--- src/rtl/lbm_frame_scheduler_if.sv ---
// lbm_frame_scheduler_if: solver handshake and AXIS streamer signals between scheduler and datapath
//   solver_start   scheduler -> solver    1-cycle pulse that begins one iteration
//   solver_done    solver -> scheduler    1-cycle pulse when the iteration's writes are finished
//   solver_rd_bank scheduler -> solver    bank the solver reads
//   solver_wr_bank scheduler -> solver    bank the solver writes
//   stream_req     scheduler -> streamer  level request to stream stream_bank
//   stream_bank    scheduler -> streamer  bank the streamer reads
//   stream_tvalid  streamer (monitored)   AXIS tvalid
//   stream_tready  downstream (monitored) AXIS tready
//   stream_tlast   streamer (monitored)   AXIS tlast
interface lbm_frame_scheduler_if;
    logic solver_start;
    logic solver_done;
    logic solver_rd_bank;
    logic solver_wr_bank;
    logic stream_req;
    logic stream_bank;
    logic stream_tvalid;
    logic stream_tready;
    logic stream_tlast;
    modport master (
        output solver_start, solver_rd_bank, solver_wr_bank, stream_req, stream_bank,
        input  solver_done, stream_tvalid, stream_tready, stream_tlast
    );
    modport slave (
        input  solver_start, solver_rd_bank, solver_wr_bank, stream_req, stream_bank,
        output solver_done, stream_tvalid, stream_tready, stream_tlast
    );
endinterface

--- src/rtl/lbm_frame_scheduler.sv ---
// lbm_frame_scheduler: runs LBM iterations over ping-pong banks and hands every Nth frame to the streamer
//   m00_axis_aclk, m00_axis_aresetn  clock and async active-low reset
//   start, cfg_num_iters, cfg_out_every  run request and its configuration (taken in IDLE)
//   bus            solver handshake, bank selects and streamer request/monitor signals
//   iter_count     completed iterations this run (saturating)
//   busy           high outside IDLE
//   run_done       1-cycle pulse at end of run
//   err_spurious   sticky flag for solver_done outside SOLVE, cleared by an accepted start
module lbm_frame_scheduler #(
    parameter int ITER_WIDTH   = 16,
    parameter bit INIT_RD_BANK = 1'b0
) (
    input  logic                  m00_axis_aclk,
    input  logic                  m00_axis_aresetn,
    input  logic                  start,
    input  logic [ITER_WIDTH-1:0] cfg_num_iters,
    input  logic [ITER_WIDTH-1:0] cfg_out_every,
    lbm_frame_scheduler_if.master bus,
    output logic [ITER_WIDTH-1:0] iter_count,
    output logic                  busy,
    output logic                  run_done,
    output logic                  err_spurious
);
    typedef enum logic [2:0] {IDLE, LAUNCH, SOLVE, POST, WAIT_STREAM, DRAIN} state_t;
    state_t state;
    logic [ITER_WIDTH-1:0] num_iters, out_every, phase, phase_dec;
    logic pending, cpl, active, due, remain;
    assign cpl       = bus.stream_req & bus.stream_tvalid & bus.stream_tready & bus.stream_tlast;
    // a completion in this cycle already frees the streamer for the decision being made now
    assign active    = bus.stream_req & ~cpl;
    assign phase_dec = phase - ITER_WIDTH'(1);
    assign due       = (out_every != '0) && (phase_dec == '0);
    assign remain    = iter_count < num_iters;
    always_ff @(posedge m00_axis_aclk or negedge m00_axis_aresetn) begin
        if (!m00_axis_aresetn) begin
            state              <= IDLE;
            num_iters          <= '0;
            out_every          <= '0;
            phase              <= '0;
            pending            <= 1'b0;
            iter_count         <= '0;
            busy               <= 1'b0;
            run_done           <= 1'b0;
            err_spurious       <= 1'b0;
            bus.solver_start   <= 1'b0;
            bus.solver_rd_bank <= INIT_RD_BANK;
            bus.solver_wr_bank <= ~INIT_RD_BANK;
            bus.stream_req     <= 1'b0;
            bus.stream_bank    <= 1'b0;
        end else begin
            bus.solver_start <= 1'b0;
            run_done         <= 1'b0;
            if (cpl) bus.stream_req <= 1'b0;
            if (bus.solver_done && state != SOLVE) err_spurious <= 1'b1;
            case (state)
                IDLE: if (start) begin
                    num_iters    <= cfg_num_iters;
                    out_every    <= cfg_out_every;
                    phase        <= cfg_out_every;
                    pending      <= 1'b0;
                    iter_count   <= '0;
                    err_spurious <= bus.solver_done;
                    busy         <= 1'b1;
                    if (cfg_num_iters == '0) state <= DRAIN;
                    else begin
                        state            <= LAUNCH;
                        bus.solver_start <= 1'b1;
                    end
                end
                LAUNCH: state <= SOLVE;
                // iteration bookkeeping is committed as SOLVE ends so POST already shows it
                SOLVE: if (bus.solver_done) begin
                    state              <= POST;
                    iter_count         <= iter_count + {{(ITER_WIDTH-1){1'b0}}, ~&iter_count};
                    bus.solver_rd_bank <= ~bus.solver_rd_bank;
                    bus.solver_wr_bank <= ~bus.solver_wr_bank;
                    phase              <= due ? out_every : phase_dec;
                    pending            <= due & active;
                    if (due && !active) begin
                        bus.stream_bank <= ~bus.solver_rd_bank;
                        bus.stream_req  <= 1'b1;
                    end
                end
                // POST and WAIT_STREAM share one decision; banks are already the post-iteration ones
                POST, WAIT_STREAM: begin
                    if (pending && active) state <= WAIT_STREAM;
                    else begin
                        if (pending) begin
                            bus.stream_bank <= bus.solver_rd_bank;
                            bus.stream_req  <= 1'b1;
                            pending         <= 1'b0;
                        end
                        if (!remain) state <= DRAIN;
                        else if (!pending && active && bus.solver_wr_bank == bus.stream_bank)
                            state <= WAIT_STREAM;
                        else begin
                            state            <= LAUNCH;
                            bus.solver_start <= 1'b1;
                        end
                    end
                end
                DRAIN: if (!bus.stream_req) begin
                    state    <= IDLE;
                    run_done <= 1'b1;
                    busy     <= 1'b0;
                end
                default: state <= IDLE;
            endcase
        end
    end
endmodule
--- src/flat_wrapper.sv ---
// flat-port wrapper written by rule: the top's interface ports become plain ports
module lbm_frame_scheduler_flat 
#(
    parameter int ITER_WIDTH   = 16,
    parameter bit INIT_RD_BANK = 1'b0
)
  (m00_axis_aclk, m00_axis_aresetn, start, cfg_num_iters, cfg_out_every, iter_count, busy, run_done, err_spurious, bus_solver_start, bus_solver_rd_bank, bus_solver_wr_bank, bus_stream_req, bus_stream_bank, bus_solver_done, bus_stream_tvalid, bus_stream_tready, bus_stream_tlast);
  lbm_frame_scheduler_if bus_i ();
  input  logic m00_axis_aclk;
  input  logic m00_axis_aresetn;
  input  logic start;
  input  logic [ITER_WIDTH-1:0] cfg_num_iters;
  input  logic [ITER_WIDTH-1:0] cfg_out_every;
  output logic [ITER_WIDTH-1:0] iter_count;
  output logic busy;
  output logic run_done;
  output logic err_spurious;
  output wire logic [$bits(bus_i.solver_start)-1:0] bus_solver_start;
  output wire logic [$bits(bus_i.solver_rd_bank)-1:0] bus_solver_rd_bank;
  output wire logic [$bits(bus_i.solver_wr_bank)-1:0] bus_solver_wr_bank;
  output wire logic [$bits(bus_i.stream_req)-1:0] bus_stream_req;
  output wire logic [$bits(bus_i.stream_bank)-1:0] bus_stream_bank;
  input wire logic [$bits(bus_i.solver_done)-1:0] bus_solver_done;
  input wire logic [$bits(bus_i.stream_tvalid)-1:0] bus_stream_tvalid;
  input wire logic [$bits(bus_i.stream_tready)-1:0] bus_stream_tready;
  input wire logic [$bits(bus_i.stream_tlast)-1:0] bus_stream_tlast;
  assign bus_solver_start = bus_i.solver_start;
  assign bus_solver_rd_bank = bus_i.solver_rd_bank;
  assign bus_solver_wr_bank = bus_i.solver_wr_bank;
  assign bus_stream_req = bus_i.stream_req;
  assign bus_stream_bank = bus_i.stream_bank;
  assign bus_i.solver_done = bus_solver_done;
  assign bus_i.stream_tvalid = bus_stream_tvalid;
  assign bus_i.stream_tready = bus_stream_tready;
  assign bus_i.stream_tlast = bus_stream_tlast;
  lbm_frame_scheduler #(.ITER_WIDTH(ITER_WIDTH), .INIT_RD_BANK(INIT_RD_BANK)) u_core (.m00_axis_aclk(m00_axis_aclk), .m00_axis_aresetn(m00_axis_aresetn), .start(start), .cfg_num_iters(cfg_num_iters), .cfg_out_every(cfg_out_every), .bus(bus_i), .iter_count(iter_count), .busy(busy), .run_done(run_done), .err_spurious(err_spurious));
endmodule
--- config.mk ---
export PLATFORM = sky130hd
export DESIGN_NAME = lbm_frame_scheduler_flat
export DESIGN_NICKNAME = d
export VERILOG_FILES = /design/src/rtl/lbm_frame_scheduler_if.sv /design/src/rtl/lbm_frame_scheduler.sv /design/src/flat_wrapper.sv
export SDC_FILE = /design/constraint.sdc
export NUM_CORES = 1
export LEC_CHECK = 0
export ABC_AREA = 1
export CAP_MARGIN = 40
export CORE_ASPECT_RATIO = 0.5
export CORE_MARGIN = 10
export CORE_UTILIZATION = 35
export DETAILED_ROUTE_END_ITERATION = 12
export PLACE_DENSITY_LB_ADDON = 0.3
export RECOVER_POWER = 25
export SLEW_MARGIN = 0
export SYNTH_ARGS = -nofsm -noshare
export SYNTH_HDL_FRONTEND = slang
export SYNTH_SLANG_ARGS = --single-unit
--- constraint.sdc ---
create_clock -name m00_axis_aclk -period 2.85 [get_ports m00_axis_aclk]
set_clock_uncertainty 0.15 [all_clocks]
set_input_delay 0.4275 -clock m00_axis_aclk [delete_from_list [all_inputs] [get_ports m00_axis_aclk]]
set_output_delay 0.4275 -clock m00_axis_aclk [all_outputs]
set_load 0.05 [all_outputs]
======== Yosys cells after proc, flatten, opt, wreduce, memory -nomap -nowiden ========
Index checks and enable logic that the tools add are counted.
storage, ports and cells
  bits in registers ....................... 76
  input port bits ......................... 39
  output and inout port bits .............. 24
  word-level logic and storage cells ...... 108
cells by class
  add/sub/neg operators ................... 2
  $lt $le $gt $ge ......................... 1
  eq/ne operators ......................... 13
  multiplexer cells ....................... 44
  bitwise operators ....................... 8
  reductions and logical operators ........ 26
operators by type and width
  operator               number
  $mux 16                5
  $pmux 16 s2            2
  $logic_not 16->1       2
  $mux 1                 24
  $mux 3                 7
  $add 16x1->16          1
  $lt 16x16->1           1
  $reduce_and 16->1      1
  $reduce_bool 16->1     1
  $sub 16x1->16 const B  1
  $pmux 3 s5             1
  $reduce_and 3->1       3
  $ne 2x2->1 const B     4
  $pmux 1 s2             4
  $eq 3x2->1 const B     2
  $eq 3x3->1 const B     2
  $logic_and 1x1->1      6
  $reduce_bool 2->1      3
  $and 1x1->1            5
  $reduce_and 5->1       1
  $ne 2x1->1 const B     2
  $reduce_and 2->1       2
  $reduce_and 4->1       1
  $eq 3x1->1 const B     1
  other kinds (8)        12

======== Logic depth before layout (Yosys ltp) ========
  word-level depth ........................ 11
  mapped depth ............................ 16
  mapped depth without buffers ............ 16

======== Worst setup path after synthesis ========
Ideal clock, no wire load.
  path kind ............................... register to register
  start point ............................. reg u_core.iter_count[7]
  end point ............................... reg u_core.iter_count[14]
  setup time .............................. 0.125 ns
  arrival time ............................ 2.167 ns
  required time ........................... 2.575 ns
  setup slack ............................. 0.408 ns
  cell stages (with the launch flop) ...... 16
  path buffers ............................ 0
  period minus slack after synthesis ...... 2.442 ns
  path through ............................ dfrtp_1 > nand2_1 > inv_1 > nand3_1 > nor3_1 > nand3_1 > ha_1 > ha_1 > nand2_1 > nor2_2 > nand2_1 > nor2_2 > nand2_1 > nor2_1 > nor2_1 > nor3_2
on the way
  longest elaborated chain between the ends .. 5
RTL lines
  element                   RTL line                   RTL
  start: declaration        lbm_frame_scheduler.sv:19  output logic [ITER_WIDTH-1:0] iter_count,
  start signal: assignment  lbm_frame_scheduler.sv:74  iter_count <= iter_count + {{(ITER_WIDTH-1){1'b0}}, ~&iter_count};
  $reduce_and 16->1         lbm_frame_scheduler.sv:74
  $logic_not 1->1           lbm_frame_scheduler.sv:74
  $add 16x1->16 *           lbm_frame_scheduler.sv:74
  $mux 16 *                 lbm_frame_scheduler.sv:72  SOLVE: if (bus.solver_done) begin
  $pmux 16 s2 *             lbm_frame_scheduler.sv:55  case (state)
Every way passes the cells marked *; elsewhere a longest branch is shown, timed or not. The select of a mux whose other input is x is not followed.
A chain may end at the register's enable or synchronous reset.

======== Worst setup path in the final report ========
  start point ............................. reg u_core.phase[0]
  end point ............................... reg u_core.phase[8]
on the way
  longest elaborated chain between the ends .. 6
RTL lines
  element                   RTL line                   RTL
  start: declaration        lbm_frame_scheduler.sv:26  logic [ITER_WIDTH-1:0] num_iters, out_every, phase, phase_dec;
  start signal: assignment  lbm_frame_scheduler.sv:59  phase <= cfg_out_every;
  start signal: assignment  lbm_frame_scheduler.sv:77  phase <= due ? out_every : phase_dec;
  $sub 16x1->16 *           lbm_frame_scheduler.sv:31  assign phase_dec = phase - ITER_WIDTH'(1);
  $logic_not 16->1          lbm_frame_scheduler.sv:32  assign due = (out_every != '0) && (phase_dec == '0);
  $logic_and 1x1->1         lbm_frame_scheduler.sv:32
  $mux 16 *                 lbm_frame_scheduler.sv:77
  $mux 16 *                 lbm_frame_scheduler.sv:72
  $pmux 16 s2 *             lbm_frame_scheduler.sv:55
Marks and branches as above.

==> impl_metrics.csv <==
group,metric,value,unit
logic_synthesis,synthMuxAreaShare,0,
routing,viasPerCell,4.77,
sta,worstMarginPinSlew,1110,ps
final_layout,layout_commonest_cell,"nand2_1",
worst_hold_path,holdPathStages,2,
logic_synthesis,synth_area_leaders,"dfrtp_1 (41%), nand2_1 (14%), inv_1 (8.0%)",
final_layout,fin_nets,760,
power,comb_power_share,0.434,
die,placementRows,29,
power,intPower,2.93,mW
critical_path,crit_path_end_kind,"register",
worst_hold_path,min_from,"u_core.num_iters[13]",
clock_tree,postCtsSetupRepairBufs,0,
final_layout,area_delta_synth_final,24.4,%
logic_synthesis,synth-compound-area-share,0.110,
placed_design,place.gp.congestion,0.897,
critical_path,worstSetupPathType,"reg -> reg",
routing,drtAntennaViolNets,0,
logic_synthesis,ys_ff_latch,76,
global_routing,grt_pass1_wl,20200,um
power,p_per_area,907,nW/um^2
logic_synthesis,syn-num-nets,690,
placed_design,place_inst,860,
run,drv_cap,0,
die,start_util,0.359,
clock_tree,cts_buffers,9,
clock_tree,htree_num_levels,3,
die,die_x,182,um
sta,finalCritPeriodShare,0.857,
clock_tree,root_buffer,"clkbuf_16",
die,io_pins,63,
final_layout,finalNonFillerCells,877,
logic_synthesis,synthCells,632,
clock_tree,cts.sinks,76,
routing,dr.pass1.iters,4,
die,die_h,101,um
critical_path,cp_cell_sequence,"inv_2 > ha_1 > inv_1 > nor2_1 > nand2_1 > nand2_1 > nand3_2 > nor2_4 > nand2_4 > nor2_2 > nand2_1 > a21oi_1",
sta,setup_viol,0,
logic_synthesis,synth_adder_area_share,0.0519,
sta,fmax,409,MHz
power,power_frac_seq,0.361,
power,ir_drop,0.000328,V
sta,hold_violations,0,
clock_tree,cts.clk_slew.worst_paths,60,ps
placed_design,place_ws,403,ps
critical_path,critical_path.most_common_cell,"nand2_1",
routing,drt_wl_total,11900,um
die,core_area,12700,sq um
power,p_clk_frac,0.205,
power,fin_total_pwr,5.16,mW
die,die_area,18300,sq um
routing,first_iter_violations,204,
placed_design,portBuffers,62,
clock_tree,insertion_delay,330,ps
logic_synthesis,synth_top_family_by_area,"simple AND/OR/NAND/NOR gates",
final_layout,n_antenna_cell,0,
sta,setup_ws,407,ps
critical_path,path_max_fanout,16,
critical_path,reg2reg_slack,410,ps
power,sw_frac_of_total,0.433,
critical_path,critPathArrivalTime,2550,ps
logic_synthesis,yosys.area_share.simple,0.303,
routing,drc_errors,0,
run_status,status,"complete, no violations",
worst_hold_path,worstHoldPathType,"reg -> reg",
critical_path,timing.rr.start,"u_core.phase[0]",
power,p_sw,2.23,mW
logic_synthesis,synth.largest_area_cell,"dfrtp_1",
global_routing,grt_pass1_vias,4169,
sta,fin_tns_setup,0,ps
logic_synthesis,synth.top_cell.area_share,0.410,
power,p_leak,2.83,nW
routing,num_vias,4186,
global_routing,grt_max_degree,54,
global_routing,grt-ovfl-total,0,
routing,wire_per_inst,13.6,um
critical_path,r2r_end,"u_core.phase[8]",
logic_synthesis,ys.warnings.count,0,
clock_tree,cts.path.max_buffers,2,
final_layout,fillers,1273,
critical_path,reg2reg_depth,12,
logic_synthesis,synthDistinctLibCells,38,
logic_synthesis,syn_area,4580,sq um
global_routing,track_usage,0.133,
sta,relSlewSlack,0.262,
sta,rsz0062_at_grt,"no",
logic_synthesis,synth_seq_area_share,0.416,
sta,finalCriticalPeriod,2440,ps
critical_path,critPathRequiredTime,2950,ps
placed_design,place_hpwl,9140,um
global_routing,antenna_found_initial,0,
sta,finalMaxSlewViolations,0,
critical_path,critPathLaunchType,"register",
critical_path,crit_path_max_incr_delay,400,ps
worst_hold_path,min_to,"u_core.num_iters[13]",
clock_tree,cts_tree,"yes",
final_layout,mostFrequentLayoutCells,"nand2_1 (176), inv_1 (97), dfrtp_1 (75)",
critical_path,cp_slowest_cell,"dfrtp_1",
final_layout,drive_gt1_frac,0.0778,
logic_synthesis,synth_xor_area_frac,0.0191,
logic_synthesis,syn_area_per_cell,7.24,sq um
## repair_timing
| action | 4_1_cts | 5_1_grt |
|---|---|---|
| gates resized for setup | 0 | 0 |
| endpoints found under the hold margin | 39 | 0 |
| hold buffers | 1 | 0 |
## flip-flops by register name, indices dropped and copies added (netlist names), 3 cells and up
| signal | cells |
|---|---|
| u_core.state | 3 |
| u_core.num_iters | 16 |
| u_core.out_every | 16 |
| u_core.phase | 16 |
| u_core.iter_count | 16 |
## synthesized netlist by cell type (all sizes together)
master	number
clkinv	4
a21boi	1
o21a	2
dfrtp	75
nor4	1
o211ai	1
clkbuf	13
o21bai	2
nand2	183
o32ai	1
xnor2	4
a31oi	1
or2	2
nand4	14
o21ai	54
inv	102
nor2	68
a22o	1
o22ai	1
a21oi	24
nand3b	2
xor2	6
dfstp	1
ha	19
nand3	35
buf	1
a211oi	4
nor3	10
## final cells by class
class	instances	area, sq um	area share
flip-flops and latches	76	1900	0.334
repair buffers	73	693	0.122
well taps	170	213	0.0374
multi-input cells	436	2210	0.389
inverters	106	398	0.0699
clock inverters	2	10.0	0.00176
clock buffers	14	264	0.0464
## power groups by stage
stage                     registers, mW  logic, mW  clock network, mW
after floorplan                    1.95       1.47                  0
after global placement             1.87       2.21                  0
after detailed placement           1.88       2.25                  0
after CTS                          1.86       2.26               1.08
after global routing               1.92       2.57               1.13
final                              1.87       2.24               1.06
## layer usage
| layer | vias to the layer above | track usage | wire length, um |
|---|---|---|---|
| met4 | 0 | 0.0398 | 116 |
| met3 | 8 | 0.0312 | 471 |
| met5 | - | 0 | 0 |
| li1 | 2138 | - | - |
| met2 | 74 | 0.230 | 5740 |
| met1 | 1966 | 0.164 | 5560 |
## critical path, delay by kind of cell, from the launching register on
family          cells  cell delay, ps
compound gates      1             150
fa+ha+maj           1             290
buf+inv             2             210
flops               1             400
simple gates        8            1170
## how the worst max path moves through the flow
stage	start	endpoint	slack, ps	cells after the start
2_1_floorplan	u_core.iter_count[7]	u_core.iter_count[14]	410	15
3_3_place_gp	bus_solver_done	u_core.iter_count[14]	550	10
3_5_place_dp	u_core.phase[0]	u_core.phase[8]	400	14
4_1_cts	u_core.phase[0]	u_core.phase[8]	380	14
5_1_grt	u_core.phase[0]	u_core.phase[8]	50	12
6_report	u_core.phase[0]	u_core.phase[8]	410	12
## through the flow
step,utilization,instance area [sq um],hold WS [ps]
6_report,0.447,5690,330
5_1_grt,0.447,5690,356
4_1_cts,0.448,5710,337
3_5_place_dp,0.426,5420,312
3_3_place_gp,0.426,5420,311
2_1_floorplan,-,4580,-18.1
## kinds of logic (layout without fill, tap and decap cells)
family,after synthesis,after routing
simple gates,315,315
buf+inv,120,195
fa+ha+maj,19,19
flops,76,76
xor+xnor,10,10
compound gates,92,92
(Power assumes the default switching activity.)
